--- config.mk ---
export PLATFORM = sky130hd
export DESIGN_NAME = yamin_dcu_ram_arb
export DESIGN_NICKNAME = d
export VERILOG_FILES = /design/src/rtl/yamin_dcu_pkg.sv /design/src/rtl/yamin_dcu_arb_age.sv /design/src/rtl/yamin_dcu_ram_arb.sv
export SDC_FILE = /design/constraint.sdc
export NUM_CORES = 1
export LEC_CHECK = 0
export CAP_MARGIN = 10
export CORE_ASPECT_RATIO = 0.7
export CORE_MARGIN = 4
export CORE_UTILIZATION = 47
export CTS_BUF_LIST = sky130_fd_sc_hd__clkbuf_16
export CTS_CLUSTER_DIAMETER = 150
export CTS_CLUSTER_SIZE = 24
export DETAILED_ROUTE_END_ITERATION = 6
export GPL_TIMING_DRIVEN = 1
export PLACE_DENSITY = 0.68
export SLEW_MARGIN = 40
export SYNTH_ARGS = -nofsm -noshare
export SYNTH_HDL_FRONTEND = slang
export SYNTH_SLANG_ARGS = --single-unit
--- constraint.sdc ---
create_clock -name clk -period 4.1 [get_ports clk]
set_input_delay 0.82 -clock clk [delete_from_list [all_inputs] [get_ports clk]]
set_output_delay 0.82 -clock clk [all_outputs]
set_load 0.02 [all_outputs]
--- src/rtl/yamin_dcu_pkg.sv ---
// Shared definitions for the DCU tag/data RAM port arbiter: client indices
// and the arbitration FSM state type.
package yamin_dcu_pkg;

   // Requester slots, index 0 has the highest fixed priority
   localparam int ARB_LSU         = 0;
   localparam int ARB_STB         = 1;
   localparam int ARB_BIU_ALLOC   = 2;
   localparam int ARB_BIU_EV      = 3;
   localparam int ARB_PF          = 4;
   localparam int ARB_MAINT       = 5;
   localparam int ARB_NUM_CLIENTS = 6;

   typedef enum logic [1:0] {
      ARB     = 2'd0,
      LOCK    = 2'd1,
      RELEASE = 2'd2
   } arb_state_t;

endpackage

--- src/rtl/yamin_dcu_arb_age.sv ---
// Per-requester starvation age counter. Counts cycles a request waits without
// a grant, saturates at STARVE_LIMIT and flags the requester as starved there.
module yamin_dcu_arb_age #(
   parameter int AGE_W        = 4,
   parameter int STARVE_LIMIT = 12
)(
   input  logic clk,
   input  logic csysreset_n,
   input  logic i_req,
   input  logic i_grant,
   input  logic i_hold,
   output logic o_starved,
   output logic o_reach
);

   localparam logic [AGE_W-1:0] LIMIT      = AGE_W'(STARVE_LIMIT);
   localparam logic [AGE_W-1:0] LIMIT_LESS = AGE_W'(STARVE_LIMIT - 1);

   logic [AGE_W-1:0] r_age;
   logic [AGE_W-1:0] w_age_next;
   logic             w_wait;

   // A request is waiting when it is present, not granted and the RAM is live
   assign w_wait = i_req & ~i_grant & ~i_hold;

   // Next age: frozen under hold, cleared on grant or dropped request
   always_comb begin
      w_age_next = r_age;
      if (!i_hold) begin
         if (!i_req || i_grant) begin
            w_age_next = '0;
         end else if (r_age != LIMIT) begin
            w_age_next = r_age + AGE_W'(1);
         end
      end
   end

   // Age register
   always_ff @(posedge clk or negedge csysreset_n) begin
      if (!csysreset_n) begin
         r_age <= '0;
      end else begin
         r_age <= w_age_next;
      end
   end

   assign o_starved = (r_age == LIMIT);
   // Asserted in the cycle whose update takes the age up to the limit
   assign o_reach   = w_wait && (r_age == LIMIT_LESS);

endmodule

--- src/rtl/yamin_dcu_ram_arb.sv ---
// DCU tag/data RAM port arbiter. Grants one client per M0 cycle using fixed
// priority with starvation override, supports multi-beat locked bursts with
// a beat limit, and acknowledges the granted client one cycle later (M1).
module yamin_dcu_ram_arb
   import yamin_dcu_pkg::*;
#(
   parameter int NUM_REQ      = ARB_NUM_CLIENTS,
   parameter int AGE_W        = 4,
   parameter int STARVE_LIMIT = 12,
   parameter int LOCK_MAX     = 8
)(
   input  logic                       clk,
   input  logic                       csysreset_n,
   input  logic [NUM_REQ-1:0]         req_m0_i,
   input  logic [NUM_REQ-1:0]         lock_m0_i,
   input  logic                       hold_i,
   output logic [NUM_REQ-1:0]         has_priority_m0_o,
   output logic [NUM_REQ-1:0]         ack_m1_o,
   output logic [$clog2(NUM_REQ)-1:0] grant_idx_m1_o,
   output logic                       starve_o,
   output logic                       lock_timeout_o
);

   localparam int                IDX_W     = $clog2(NUM_REQ);
   localparam int                BEAT_W    = $clog2(LOCK_MAX + 1);
   localparam logic [BEAT_W-1:0] BEAT_LAST = BEAT_W'(LOCK_MAX - 1);

   arb_state_t         r_state;
   arb_state_t         w_state_next;
   logic [IDX_W-1:0]   r_owner;
   logic [IDX_W-1:0]   w_owner_next;
   logic [BEAT_W-1:0]  r_beat;
   logic [BEAT_W-1:0]  w_beat_next;
   logic [NUM_REQ-1:0] r_ack;
   logic [IDX_W-1:0]   r_grant_idx;

   logic               w_run;
   logic [NUM_REQ-1:0] w_starved;
   logic [NUM_REQ-1:0] w_reach;
   logic [NUM_REQ-1:0] w_owner_oh;
   logic [NUM_REQ-1:0] w_req_masked;
   logic [NUM_REQ-1:0] w_starved_req;
   logic [NUM_REQ-1:0] w_cand;
   logic [NUM_REQ-1:0] w_arb_oh;
   logic [IDX_W-1:0]   w_arb_idx;
   logic [NUM_REQ-1:0] w_grant;
   logic [IDX_W-1:0]   w_grant_idx;
   logic               w_timeout;

   // Index of the lowest set bit, 0 for an empty vector
   function automatic logic [IDX_W-1:0] lowest_idx(input logic [NUM_REQ-1:0] v);
      logic [IDX_W-1:0] idx;
      idx = '0;
      for (int i = NUM_REQ - 1; i >= 0; i--) begin
         if (v[i]) idx = IDX_W'(i);
      end
      return idx;
   endfunction

   // Outputs stay quiet while in reset as well as during hold
   assign w_run = csysreset_n & ~hold_i;

   generate
      for (genvar gi = 0; gi < NUM_REQ; gi++) begin : g_age
         yamin_dcu_arb_age #(
            .AGE_W        (AGE_W),
            .STARVE_LIMIT (STARVE_LIMIT)
         ) u_age (
            .clk         (clk),
            .csysreset_n (csysreset_n),
            .i_req       (req_m0_i[gi]),
            .i_grant     (w_grant[gi]),
            .i_hold      (~w_run),
            .o_starved   (w_starved[gi]),
            .o_reach     (w_reach[gi])
         );
      end
   endgenerate

   // Arbitration candidates: owner masked out for one cycle after a forced
   // release; starved requesters take precedence over fixed priority
   always_comb begin
      w_owner_oh    = NUM_REQ'(1) << r_owner;
      w_req_masked  = (r_state == RELEASE) ? (req_m0_i & ~w_owner_oh) : req_m0_i;
      w_starved_req = w_starved & w_req_masked;
      w_cand        = (|w_starved_req) ? w_starved_req : w_req_masked;
      w_arb_oh      = w_cand & (~w_cand + NUM_REQ'(1));
      w_arb_idx     = lowest_idx(w_cand);
   end

   // Next-state, grant and lock beat accounting
   always_comb begin
      w_state_next = r_state;
      w_owner_next = r_owner;
      w_beat_next  = r_beat;
      w_grant      = '0;
      w_grant_idx  = '0;
      w_timeout    = 1'b0;
      if (w_run) begin
         case (r_state)
            LOCK: begin
               if (req_m0_i[r_owner]) begin
                  w_grant     = w_owner_oh;
                  w_grant_idx = r_owner;
                  if (lock_m0_i[r_owner]) begin
                     if (r_beat == BEAT_LAST) begin
                        w_state_next = RELEASE;
                        w_beat_next  = '0;
                        w_timeout    = 1'b1;
                     end else begin
                        w_beat_next = r_beat + BEAT_W'(1);
                     end
                  end else begin
                     w_state_next = ARB;
                     w_beat_next  = '0;
                  end
               end else begin
                  // Owner went away: no grant this cycle, arbitrate next cycle
                  w_state_next = ARB;
                  w_beat_next  = '0;
               end
            end
            default: begin
               w_grant      = w_arb_oh;
               w_grant_idx  = w_arb_idx;
               w_state_next = ARB;
               if ((|w_arb_oh) && lock_m0_i[w_arb_idx]) begin
                  w_state_next = LOCK;
                  w_owner_next = w_arb_idx;
                  w_beat_next  = BEAT_W'(1);
               end
            end
         endcase
      end
   end

   // FSM state, lock owner and beat counter
   always_ff @(posedge clk or negedge csysreset_n) begin
      if (!csysreset_n) begin
         r_state <= ARB;
         r_owner <= '0;
         r_beat  <= '0;
      end else begin
         r_state <= w_state_next;
         r_owner <= w_owner_next;
         r_beat  <= w_beat_next;
      end
   end

   // M1 acknowledge and index of the acknowledged client
   always_ff @(posedge clk or negedge csysreset_n) begin
      if (!csysreset_n) begin
         r_ack       <= '0;
         r_grant_idx <= '0;
      end else begin
         r_ack       <= w_grant & req_m0_i;
         r_grant_idx <= w_grant_idx;
      end
   end

   assign has_priority_m0_o = w_grant;
   assign ack_m1_o          = r_ack;
   assign grant_idx_m1_o    = r_grant_idx;
   assign starve_o          = |w_reach;
   assign lock_timeout_o    = w_timeout;

endmodule
======== Yosys cells after proc, flatten, opt, wreduce, memory -nomap -nowiden ========
Cells that the tools add are included.
operators by class
  $add $sub $neg .......................... 8
  order comparisons ....................... 2
  equality and inequality tests ........... 22
  shift operators ......................... 1
  mux-type cells .......................... 47
  bitwise operators ....................... 27
  reduce and logical (&&, ||, !) cells .... 38
operators by type and width
  operator                                                     count
  2-to-1 mux 4 bit                                             17
  == test 4 bit (second input constant)                        12
  2-to-1 mux 6 bit                                             5
  adder 4 x 1 -> 4 bit (second input constant)                 7
  inequality test 4 bit (second input constant)                7
  2-to-1 mux 3 bit                                             9
  bitwise AND 6 bit                                            4
  OR reduction 6 bit                                           3
  AND reduction 2 bit                                          8
  nonzero test 2 bit                                           7
  bitwise AND 1 bit                                            13
  inverter 6 bit                                               2
  binary-select mux 1 bit (select 3 bit)                       3
  2-to-1 mux 1 bit                                             9
  less-than comparator 3 x 4 -> 1 bit (second input constant)  2
  2-to-1 mux 2 bit                                             4
  inverter 1 bit                                               8
  logical AND 1 bit                                            7
  adder 6 x 1 -> 6 bit (second input constant)                 1
  logical NOT 1 bit                                            6
  logical OR 1 bit                                             6
  left shift 1 x 3 -> 6 bit (first input constant)             1
  == test 4 x 3 -> 1 bit (second input constant)               1
  AND reduction 3 bit                                          1
  2 further kinds                                              2
storage, ports and cells
  flip-flop bits (word level) ............. 42
  input port bits ......................... 15
  output and inout bits ................... 17
  logic and storage cells ................. 156

======== Logic depth before layout (Yosys ltp) ========
  depth after elaboration ................. 18
  mapped depth ............................ 11
  mapped depth without buffers ............ 11

======== By module ========
Synthesis repeated with hierarchy kept, for this count alone.
second synthesis, totals
  cell total of the unflattened synthesis .. 328
  area, all modules ....................... 3088.0 um^2
modules (own cells, without submodules)
  module             times used  cells an instance  area an instance (um^2)  sequential area each (um^2)
  yamin_dcu_arb_age  6           27                 267.8                    100.1
  yamin_dcu_ram_arb  1           166                1481.4                   450.4

======== Least setup slack after synthesis ========
No wires, ideal clock.
  path kind ............................... input port to output port
  from .................................... in req_m0_i[0]
  to ...................................... out starve_o
  arrival time ............................ 2773 ps
  required time ........................... 3280 ps
  setup slack ............................. 507 ps
  stages .................................. 9
  buffers on the path ..................... 0
  cells stage by stage .................... nand4_1 > a21oi_1 > nor2_2 > a31o_2 > o32a_1 > o21ai_1 > nor3_1 > a41o_1 > o31a_1
on the way
  cells in the longest elaborated chain, start to end .. 15
  elaborated cells on any way between the ends .. 38
  classes of those cells .................. add/sub (1); mux (7); bitwise (22); reduce/logical (8)
ends and longest elaborated chain
  what                            line                      RTL
  from (decl)                     yamin_dcu_ram_arb.sv:14   input logic [NUM_REQ-1:0] req_m0_i,
  bitwise AND 6 bit               yamin_dcu_ram_arb.sv:84   w_req_masked = (r_state == RELEASE) ? (req_m0_i & ~w_owner_oh) : req_m0_i;
  2-to-1 mux 6 bit                yamin_dcu_ram_arb.sv:84
  bitwise AND 6 bit               yamin_dcu_ram_arb.sv:85   w_starved_req = w_starved & w_req_masked;
  OR reduction 6 bit              yamin_dcu_ram_arb.sv:86   w_cand = (|w_starved_req) ? w_starved_req : w_req_masked;
  2-to-1 mux 6 bit                yamin_dcu_ram_arb.sv:86
  inverter 6 bit                  yamin_dcu_ram_arb.sv:87   w_arb_oh = w_cand & (~w_cand + NUM_REQ'(1));
  adder 6 x 1 -> 6 bit            yamin_dcu_ram_arb.sv:87
  bitwise AND 6 bit               yamin_dcu_ram_arb.sv:87
  2-to-1 mux 6 bit                yamin_dcu_ram_arb.sv:100  case (r_state)
  2-to-1 mux 6 bit                yamin_dcu_ram_arb.sv:99   if (w_run) begin
  inverter 1 bit                  yamin_dcu_arb_age.sv:24   assign w_wait = i_req & ~i_grant & ~i_hold;
  bitwise AND 1 bit (2 in a row)  yamin_dcu_arb_age.sv:24
  logical AND 1 bit               yamin_dcu_arb_age.sv:49   assign o_reach = w_wait && (r_age == LIMIT_LESS);
  OR reduction 6 bit (*)          yamin_dcu_ram_arb.sv:164  assign starve_o = |w_reach;
  to (decl)                       yamin_dcu_ram_arb.sv:20   output logic starve_o,
Mark *: on every way between the ends. The rest lies on a longest branch, timed or not. The select of a mux whose other input is x is not followed.

======== Worst setup path in the final report ========
Same ends and word-level chain as after synthesis.

==> metrics.txt <==
Slew @ Worst Pin 549 ps; crit path max fanout 3; CP Launch Type input port; All-Layer GR Usage 0.228; peak supply drop 0.244 mV; post-synthesis cell type count 66; vias in the first global route 2755; Worst Skew 3.34 ps; first-pass GRT wire length 13400 um; #FFs+latches synth 42; total number of vias 2941; status finished, violations left; final hold vios 0; Setup WS post-layout -9.89 ps; Synth top area share 0.361; clock latency at the later pin of the worst-skew pair 280 ps; P per Cell Area 368 nW/um2; number of synthesized flops with an enable pin 0; Final Cell Area 4000 um2; failing checks setup timing; worst hold slack 524 ps; vias per cell 5.81; GP Congestion 0.916; Die W 102 um; Overflow after GRT 0; Syn. warnings 0; n_diodes 0; Post-route DRC 0; Mapped Avg Cell Area 8.69 um2; CORE AREA 5870 um2; HPWL after DPL 6440 um; IO Count 32; LEAKAGE 0.00186 uW; max-capacitance violation count 0; row cnt 23; Post-Place Worst Slack -541 ps; most instantiated cells after synthesis dfrtp_1 (42), a21oi_1 (31), nand2_1 (30), nor2_1 (24); final setup vio count 1; Die H 73.9 um; Critical Path AT 3290 ps; htree depth 2; layout cells sized above 1 0.267; RSZ-0062 raised after global routing true; first-pass iteration count of the detailed router 4; Top FF cell, synth dfrtp_1; Area Growth Syn to Fin 37.3%; count leader, synth dfrtp_1; post-synthesis sequential area ratio 0.361; post-layout util 0.681; share of synthesized registers carrying an async set or reset 1.00; clk sink count 42; Setup CP Type input port to output port; fin nets 459; hold buffers post-CTS 0; Worst Hold Class register to register; Wirelength per Cell 16.4 um; PortBufs 31; syn nets 363; initial drt markers 202; initial antenna violation count 0; Rel. slew slack 0.634; fmax 0.243 GHz; Final ANT Viol Nets 0; crit end category output port; Final min period 4110 ps; Synth area leader dfrtp_1; ranking of synthesized cells by area dfrtp_1 (36%), ha_1 (5.6%), a21oi_1 (5.3%); max-slew violations 0; largest net degree at the start of global routing 43; CTS tree done; clk buf depth 2; TritonCTS Buffers 5; mapped cell area 2910 um2; WP data required 3280 ps; Initial Util 0.496; Die ar. 7540 um2; final wirelength 8300 um; clock slew at reported path FFs 60 ps; period utilization 1.00; Synth Instances 335; Area after DPL 3750 um2; root buf cell clkbuf_16
==> critical path: stages <==
cell and delay [ps]:
clkdlybuf4s50_1 430, nand4_1 130, a21oi_2 70, o41ai_2 370
or3b_4 420, o311a_1 360, nand4b_1 150, o31ai_1 90
o31a_1 300, buf_2 160
==> where the power goes <==
part           internal, uW  switching [uW]  leakage [uW]  total [uW]
clock network           282             157     0.0000773         438
logic                   238             260       0.00122         498
registers               473            63.3      0.000561         536
total                   992             480       0.00186        1470
==> layer usage <==
metal / vias up / track usage / part of all wire
li1: 1433 / - / -
met1: 1420 / 0.348 / 0.50
met2: 86 / 0.344 / 0.45
met3: 2 / 0.0398 / 0.057
met4: 0 / 0.0306 / 0.0027
met5: - / 0 / 0
==> registers in the layout (all words and copies together), names as in the netlist <==
name and flops:
g_age.u_age.r_age 24, ack_m1_o 6, r_beat 4, grant_idx_m1_o 3, r_owner 3, r_state 2
==> through the flow <==
stage / setup TNS (ps) / instances / power (uW)
2_1_floorplan: 0 / 335 / 810
3_3_place_gp: -857 / 495 / 1020
3_5_place_dp: -879 / 495 / 1030
4_1_cts: -13.4 / 502 / 1470
5_1_grt: -115 / 506 / 1560
6_report: -9.89 / 506 / 1470
==> final timing paths <==
path                                  start                      end  slack, ps  cells past startpoint
worst max register to register   r_owner[0]               r_owner[2]        500                     11
min in group asynchronous       csysreset_n  g_age[4].u_age.r_age[2]        650                      2
worst max-delay path            req_m0_i[0]                 starve_o        -10                     10
worst min-delay path              r_beat[1]                r_beat[1]        520                      1
max in group asynchronous       csysreset_n               r_owner[0]       3030                      2
worst min register to register    r_beat[1]                r_beat[1]        520                      1
==> cells by family after synthesis <==
family | synth area share
and+or+nand+nor | 0.232
AOI/OAI and AO/OA | 0.247
DFF | 0.361
buffers and inverters | 0.0606
adders and majority gates | 0.0559
muxes | 0.0438
==> area by class of cell <==
| type | instances | area (um2) |
|---|---|---|
| sequential | 42 | 1050 |
| fill | 468 | 1870 |
| clock buffer | 5 | 125 |
| multi-input combinational | 254 | 1750 |
| timing repair buffer | 106 | 865 |
| inverter | 22 | 82.6 |
| clock inverter | 2 | 33.8 |
| tap | 75 | 93.8 |
==> cell usage in the layout (no fill, tap or decap), types with 8 or more instances in the layout <==
master and instances:
buf_4 75, dfrtp_1 41, nand2_1 30, a21oi_1 28, nor2_1 24, o21ai_0 22, inv_1 21, clkdlybuf4s50_1 21
nand3_1 18, ha_1 13, nand4_1 8, nor3_1 8
==> timing repair <==
action,4_1_cts,5_1_grt
setup buffers,0,4
pin swaps,3,5
setup endpoints to repair,5,3
gates resized for setup,18,8
No activity file was read; power rests on OpenSTA's default activity.
